==> config.mk <==
export PLATFORM = sky130hd
export DESIGN_NAME = a2d_arbiter
export DESIGN_NICKNAME = d
export VERILOG_FILES = /design/src/rtl/a2d_arbiter.sv
export SDC_FILE = /design/constraint.sdc
export NUM_CORES = 1
export LEC_CHECK = 0
export BUFFER_PORTS_ARGS = -buffer_cell sky130_fd_sc_hd__buf_4
export CORE_UTILIZATION = 53
export CTS_CLUSTER_DIAMETER = 60
export DETAILED_ROUTE_END_ITERATION = 8
export PLACE_DENSITY_LB_ADDON = 0.25
export SETUP_SLACK_MARGIN = 0.3
export SKIP_CTS_REPAIR_TIMING = 1
export SKIP_LAST_GASP = 1
export SYNTH_ARGS = -nofsm -noshare
export SYNTH_HDL_FRONTEND = slang
export SYNTH_SLANG_ARGS = --single-unit
==> constraint.sdc <==
create_clock -name clk -period 1.85 [get_ports clk]
set_input_delay 0.37 -clock clk [delete_from_list [all_inputs] [get_ports clk]]
set_output_delay 0.37 -clock clk [all_outputs]
set_load 0.02 [all_outputs]
==> src/rtl/a2d_arbiter.sv <==
// Two-requester arbiter and sequencer for the shared A2D converter, with timeout guard.
// Optional: define A2D_RES_INV_EN to bitwise-invert captured converter results.
module a2d_arbiter #(
    parameter int unsigned MAX_CONSEC     = 4,
    parameter int unsigned TIMEOUT_CYCLES = 1023
) (
    input  logic        clk,
    input  logic        rst_n,
    input  logic        req0_strt,
    input  logic [2:0]  req0_chnnl,
    output logic        req0_done,
    output logic [11:0] req0_res,
    input  logic        req1_strt,
    input  logic [2:0]  req1_chnnl,
    output logic        req1_done,
    output logic [11:0] req1_res,
    output logic        strt_cnv,
    output logic [2:0]  chnnl,
    input  logic        cnv_cmplt,
    input  logic [11:0] A2D_res,
    output logic        busy,
    output logic        timeout_err,
    input  logic        clr_err
);

    localparam int unsigned TW = $clog2(TIMEOUT_CYCLES + 1);
    localparam int unsigned CW = $clog2(MAX_CONSEC + 1);

    typedef enum logic [1:0] {IDLE, START, WAIT, DONE} state_t;

    state_t        state;
    logic [1:0]    pend;
    logic [2:0]    ch0, ch1;
    logic [CW-1:0] cnt0;
    logic          gnt;
    logic [TW-1:0] tmr;
    logic          cmplt_q;
    logic          tmo_hit;
    logic          grant0, grant1;
    logic          cmplt_rise, tmo_now;
    logic [11:0]   conv_res;

    always_comb begin
        grant0 = 1'b0;
        grant1 = 1'b0;
        if (state == IDLE) begin
            if (pend[1] && (!pend[0] || cnt0 >= CW'(MAX_CONSEC)))
                grant1 = 1'b1;
            else if (pend[0])
                grant0 = 1'b1;
        end
    end

    assign cmplt_rise = (state == WAIT) && cnv_cmplt && !cmplt_q;
    assign tmo_now    = (state == WAIT) && !cmplt_rise && (tmr == TW'(TIMEOUT_CYCLES));

`ifdef A2D_RES_INV_EN
    assign conv_res = ~A2D_res;
`else
    assign conv_res = A2D_res;
`endif

    // A new pulse wins over a same-cycle grant so the request becomes a follow-up.
    always_ff @(posedge clk or negedge rst_n) begin
        if (!rst_n) begin
            pend <= '0;
            ch0  <= '0;
            ch1  <= '0;
            cnt0 <= '0;
        end else begin
            if (req0_strt) begin
                pend[0] <= 1'b1;
                ch0     <= req0_chnnl;
            end else if (grant0) begin
                pend[0] <= 1'b0;
            end
            if (req1_strt) begin
                pend[1] <= 1'b1;
                ch1     <= req1_chnnl;
            end else if (grant1) begin
                pend[1] <= 1'b0;
            end
            if (!pend[1] || grant1)
                cnt0 <= '0;
            else if (grant0 && cnt0 != CW'(MAX_CONSEC))
                cnt0 <= cnt0 + 1'b1;
        end
    end

    always_ff @(posedge clk or negedge rst_n) begin
        if (!rst_n) begin
            state       <= IDLE;
            gnt         <= 1'b0;
            chnnl       <= '0;
            strt_cnv    <= 1'b0;
            busy        <= 1'b0;
            cmplt_q     <= 1'b0;
            tmr         <= '0;
            tmo_hit     <= 1'b0;
            req0_done   <= 1'b0;
            req1_done   <= 1'b0;
            req0_res    <= '0;
            req1_res    <= '0;
            timeout_err <= 1'b0;
        end else begin
            req0_done <= 1'b0;
            req1_done <= 1'b0;
            if (clr_err)
                timeout_err <= 1'b0;
            else if (tmo_now)
                timeout_err <= 1'b1;
            case (state)
                IDLE: begin
                    if (grant0 || grant1) begin
                        state    <= START;
                        gnt      <= grant1;
                        chnnl    <= grant1 ? ch1 : ch0;
                        strt_cnv <= 1'b1;
                        busy     <= 1'b1;
                        cmplt_q  <= 1'b0;
                    end
                end
                START: begin
                    // Sampling the level here means a stale high is not seen as completion.
                    strt_cnv <= 1'b0;
                    cmplt_q  <= cnv_cmplt;
                    tmr      <= '0;
                    tmo_hit  <= 1'b0;
                    state    <= WAIT;
                end
                WAIT: begin
                    cmplt_q <= cnv_cmplt;
                    if (cmplt_rise) begin
                        state <= DONE;
                    end else if (tmo_now) begin
                        tmo_hit <= 1'b1;
                        state   <= DONE;
                    end else begin
                        tmr <= tmr + 1'b1;
                    end
                end
                DONE: begin
                    if (gnt) begin
                        req1_res  <= tmo_hit ? 12'hFFF : conv_res;
                        req1_done <= 1'b1;
                    end else begin
                        req0_res  <= tmo_hit ? 12'hFFF : conv_res;
                        req0_done <= 1'b1;
                    end
                    busy  <= 1'b0;
                    state <= IDLE;
                end
                default: state <= IDLE;
            endcase
        end
    end

endmodule

==> impl_metrics.ini <==
[worst_setup_path]
reg2reg_setup_slack_ps = 240
path_class = reg -> reg
worstPathRequired_ps = 2090
r2r_end = tmr[2]
crit_fanout = 7
crit_path_end_kind = register
r2r-start = tmr[0]
path_cells = ha_4, nand3_4, nor4_4, buf_4, o21ai_4, o21ai_1
slowest_delay_ps = 410
crit_path_top_delay_cell = dfrtp_1
cp-start-kind = register
ff2ff_path_depth = 6
crit_arrival_ps = 1840

[floorplanning]
io_pins = 56
die_w_um = 71.09
die_y_um = 71.09
core-area_um2 = 4474
die_area_um2 = 5054
initial_core_util_pct = 56.54
row_count = 24

[grt]
grt_pass1_wl_um = 8583
grt_pass1_vias = 1926
grt_overflow = 0
grt_usage_pct = 22.34
antenna_found_initial = 0
grt_max_degree = 59

[clock_network]
cts_sinks = 58
clock-root-buffer = clkbuf_8
clk-insertion-delay-late_ps = 330
cts_buffer_depth = 2
cts_buffers = 9
ctsHtreeMaxLevel = 3
cts_tree = done
clkTransAtPathRegs_ps = 60

[layout]
layout.nets = 343
multi_input_area_um2 = 1047
diodes = 0
area_growth_pct = 32.20
mostFrequentLayoutCells = buf_4, dfrtp_1, nor2_1, nand2_1
drive_above_1_share_pct = 31.86
register_area_um2 = 1451
mostFrequentLayoutCell = buf_4
stdcell_count = 369
fill_cells = 298

[hold_path]
hp-class = in -> async

[route]
num_vias = 2005
drc_errors = 10
antenna_left = 0
drt-wirelength-per-cell_um = 14.51
drt_pass1_iterations = 6
drt_iter0_drc = 114
drt_wl_total_um = 5355
vias_per_cell = 5.434

[sta]
setup-tns-final_ps = 0
tightest_slew_ps = 699.6
clock_skew_ps = 6.399
finalHoldViolCount = 0
period_minus_slack_ps = 1606
rsz0062_at_grt = true
finalCritPeriodShare_pct = 86.80
fmax_mhz = 622.8
finalSetupViolCount = 0
slew_violations = 0
fin_ws_ps = 244.3
maxSlewHeadroom_pct = 53.36

[placement]
port_buffers = 55
gp_congestion = 0.9721
post-place-ws_ps = 171.3
hpwl_um = 3611
dp_cells = 347

[logic_synthesis]
yosys.area.top_type = dfrtp_1
netlist_area_um2 = 2530
avgSynthCellArea_um2 = 10.28
yosys_warnings = 0
syn_nets = 277
synth.area.top_cells = dfrtp_1, nor2_1, nand2_1, o21ai_0, a21oi_1
syn_inst = 246
ys_ff_latch = 58
ys_seq_area_share_pct = 57.37
synth_top_area_share_pct = 57.37
synthDistinctLibCells = 42

[pwr]
power.leakage_nw = 1.600
max-vdd-ir-drop_mv = 0.9803
power_density_nw_per_um2 = 1730

[outcome]
violations = design-rule violations
outcome = finished, violations left

[run]
drv_cap = 0
-- final cells by class --
type / instances / share of cell area, %
Sequential cell: 58 / 43.40
Clock inverter: 5 / 2.993
Multi-Input combinational cell: 165 / 31.31
Clock buffer: 11 / 4.527
Tap cell: 52 / 1.945
Inverter: 15 / 1.684
Timing Repair Buffer: 63 / 14.14
-- kinds of logic (layout without fill, tap and decap cells) --
kind of cell | after synthesis | count (layout) | synth area share (%)
fa+ha+maj | 7 | 7 | 3.462
buf+inv | 23 | 94 | 3.511
simple gates | 87 | 87 | 16.47
xor+xnor | 1 | 1 | 0.3463
mux | 10 | 10 | 4.451
flops | 58 | 58 | 57.37
compound gates | 60 | 60 | 14.39
-- sequential cells by signal (all words and copies together), names as in the netlist, 2 cells and up --
signal,flops
state,2
req1_res,12
req0_res,12
chnnl,3
tmr,10
ch1,3
cnt0,3
pend,2
ch0,3
-- power by group --
| group | switching [mW] | leakage (nW) | internal, mW |
|---|---|---|---|
| Sequential | 0.312 | 0.700 | 1.72 |
| Clock | 0.477 | 0.129 | 0.963 |
| Combinational | 1.30 | 0.771 | 1.02 |
-- cell usage after synthesis --
library cell  number
a21oi_1           18
buf_1              1
or3_1              1
o311ai_0           1
a31o_2             1
and2_1             2
dfrtp_1           58
mux2_4             1
o41a_1             1
nand2_1           28
or4_1              1
or2b_1             1
o21ai_1            1
a32o_1             1
nor2b_1            3
a31oi_1            1
o21a_1             3
o211ai_1           5
nand2b_1           3
o21ba_2            1
nand4_1            5
ha_1               7
xnor2_1            1
nor4_4             1
o21ai_0           19
nand3_2            1
o2bb2ai_1          1
o22ai_1            3
inv_1             15
and3_2             1
nor2_1            30
a21o_1             2
buf_2              2
and3_1             2
o31ai_1            1
o21ai_2            1
mux2_2             6
mux2i_1            3
clkbuf_1           5
nor3_1             4
nand3_1            3
and4_2             1
-- metal layers --
layer	vias to the layer above	wire length, um	GRT usage [%]
met4	0	74	11.33
met3	10	416	6.695
met1	936	2323	28.71
met2	82	2540	34.62
li1	977	-	-
met5	-	0	0
-- per-stage QoR --
stage	instance area (um2)	total power [mW]	hold WS [ps]	utilization [%]
2_1_floorplan	2530	3.342	74.41	-
3_3_place_gp	2990	4.084	461.6	66.83
3_5_place_dp	2990	4.182	466.7	66.83
4_1_cts	3242	5.649	109.6	72.46
5_1_grt	3344	6.186	145.4	74.75
6_report	3344	5.786	95.98	74.75
-- worst max-delay path by stage --
stage,start,endpoint,slack [ps],depth (start not counted)
6_report,tmr[0],tmr[2],240,6
5_1_grt,tmr[0],tmr[4],160,6
3_5_place_dp,state[0],tmr[2],170,5
3_3_place_gp,state[0],tmr[4],250,5
4_1_cts,state[0],tmr[2],160,5
2_1_floorplan,state[0],tmr[6],340,5
-- worst max-delay path, delay by kind of cell (launching register included) --
| kind | cells | cell delay, ps |
|---|---|---|
| AND/OR/NAND/NOR | 2 | 450 |
| flip-flops | 1 | 410 |
| AO/OA/AOI/OAI | 2 | 280 |
| adder cells (fa/ha/maj) | 1 | 180 |
| buffers and inverters | 1 | 180 |
(Power assumes the default switching activity.)
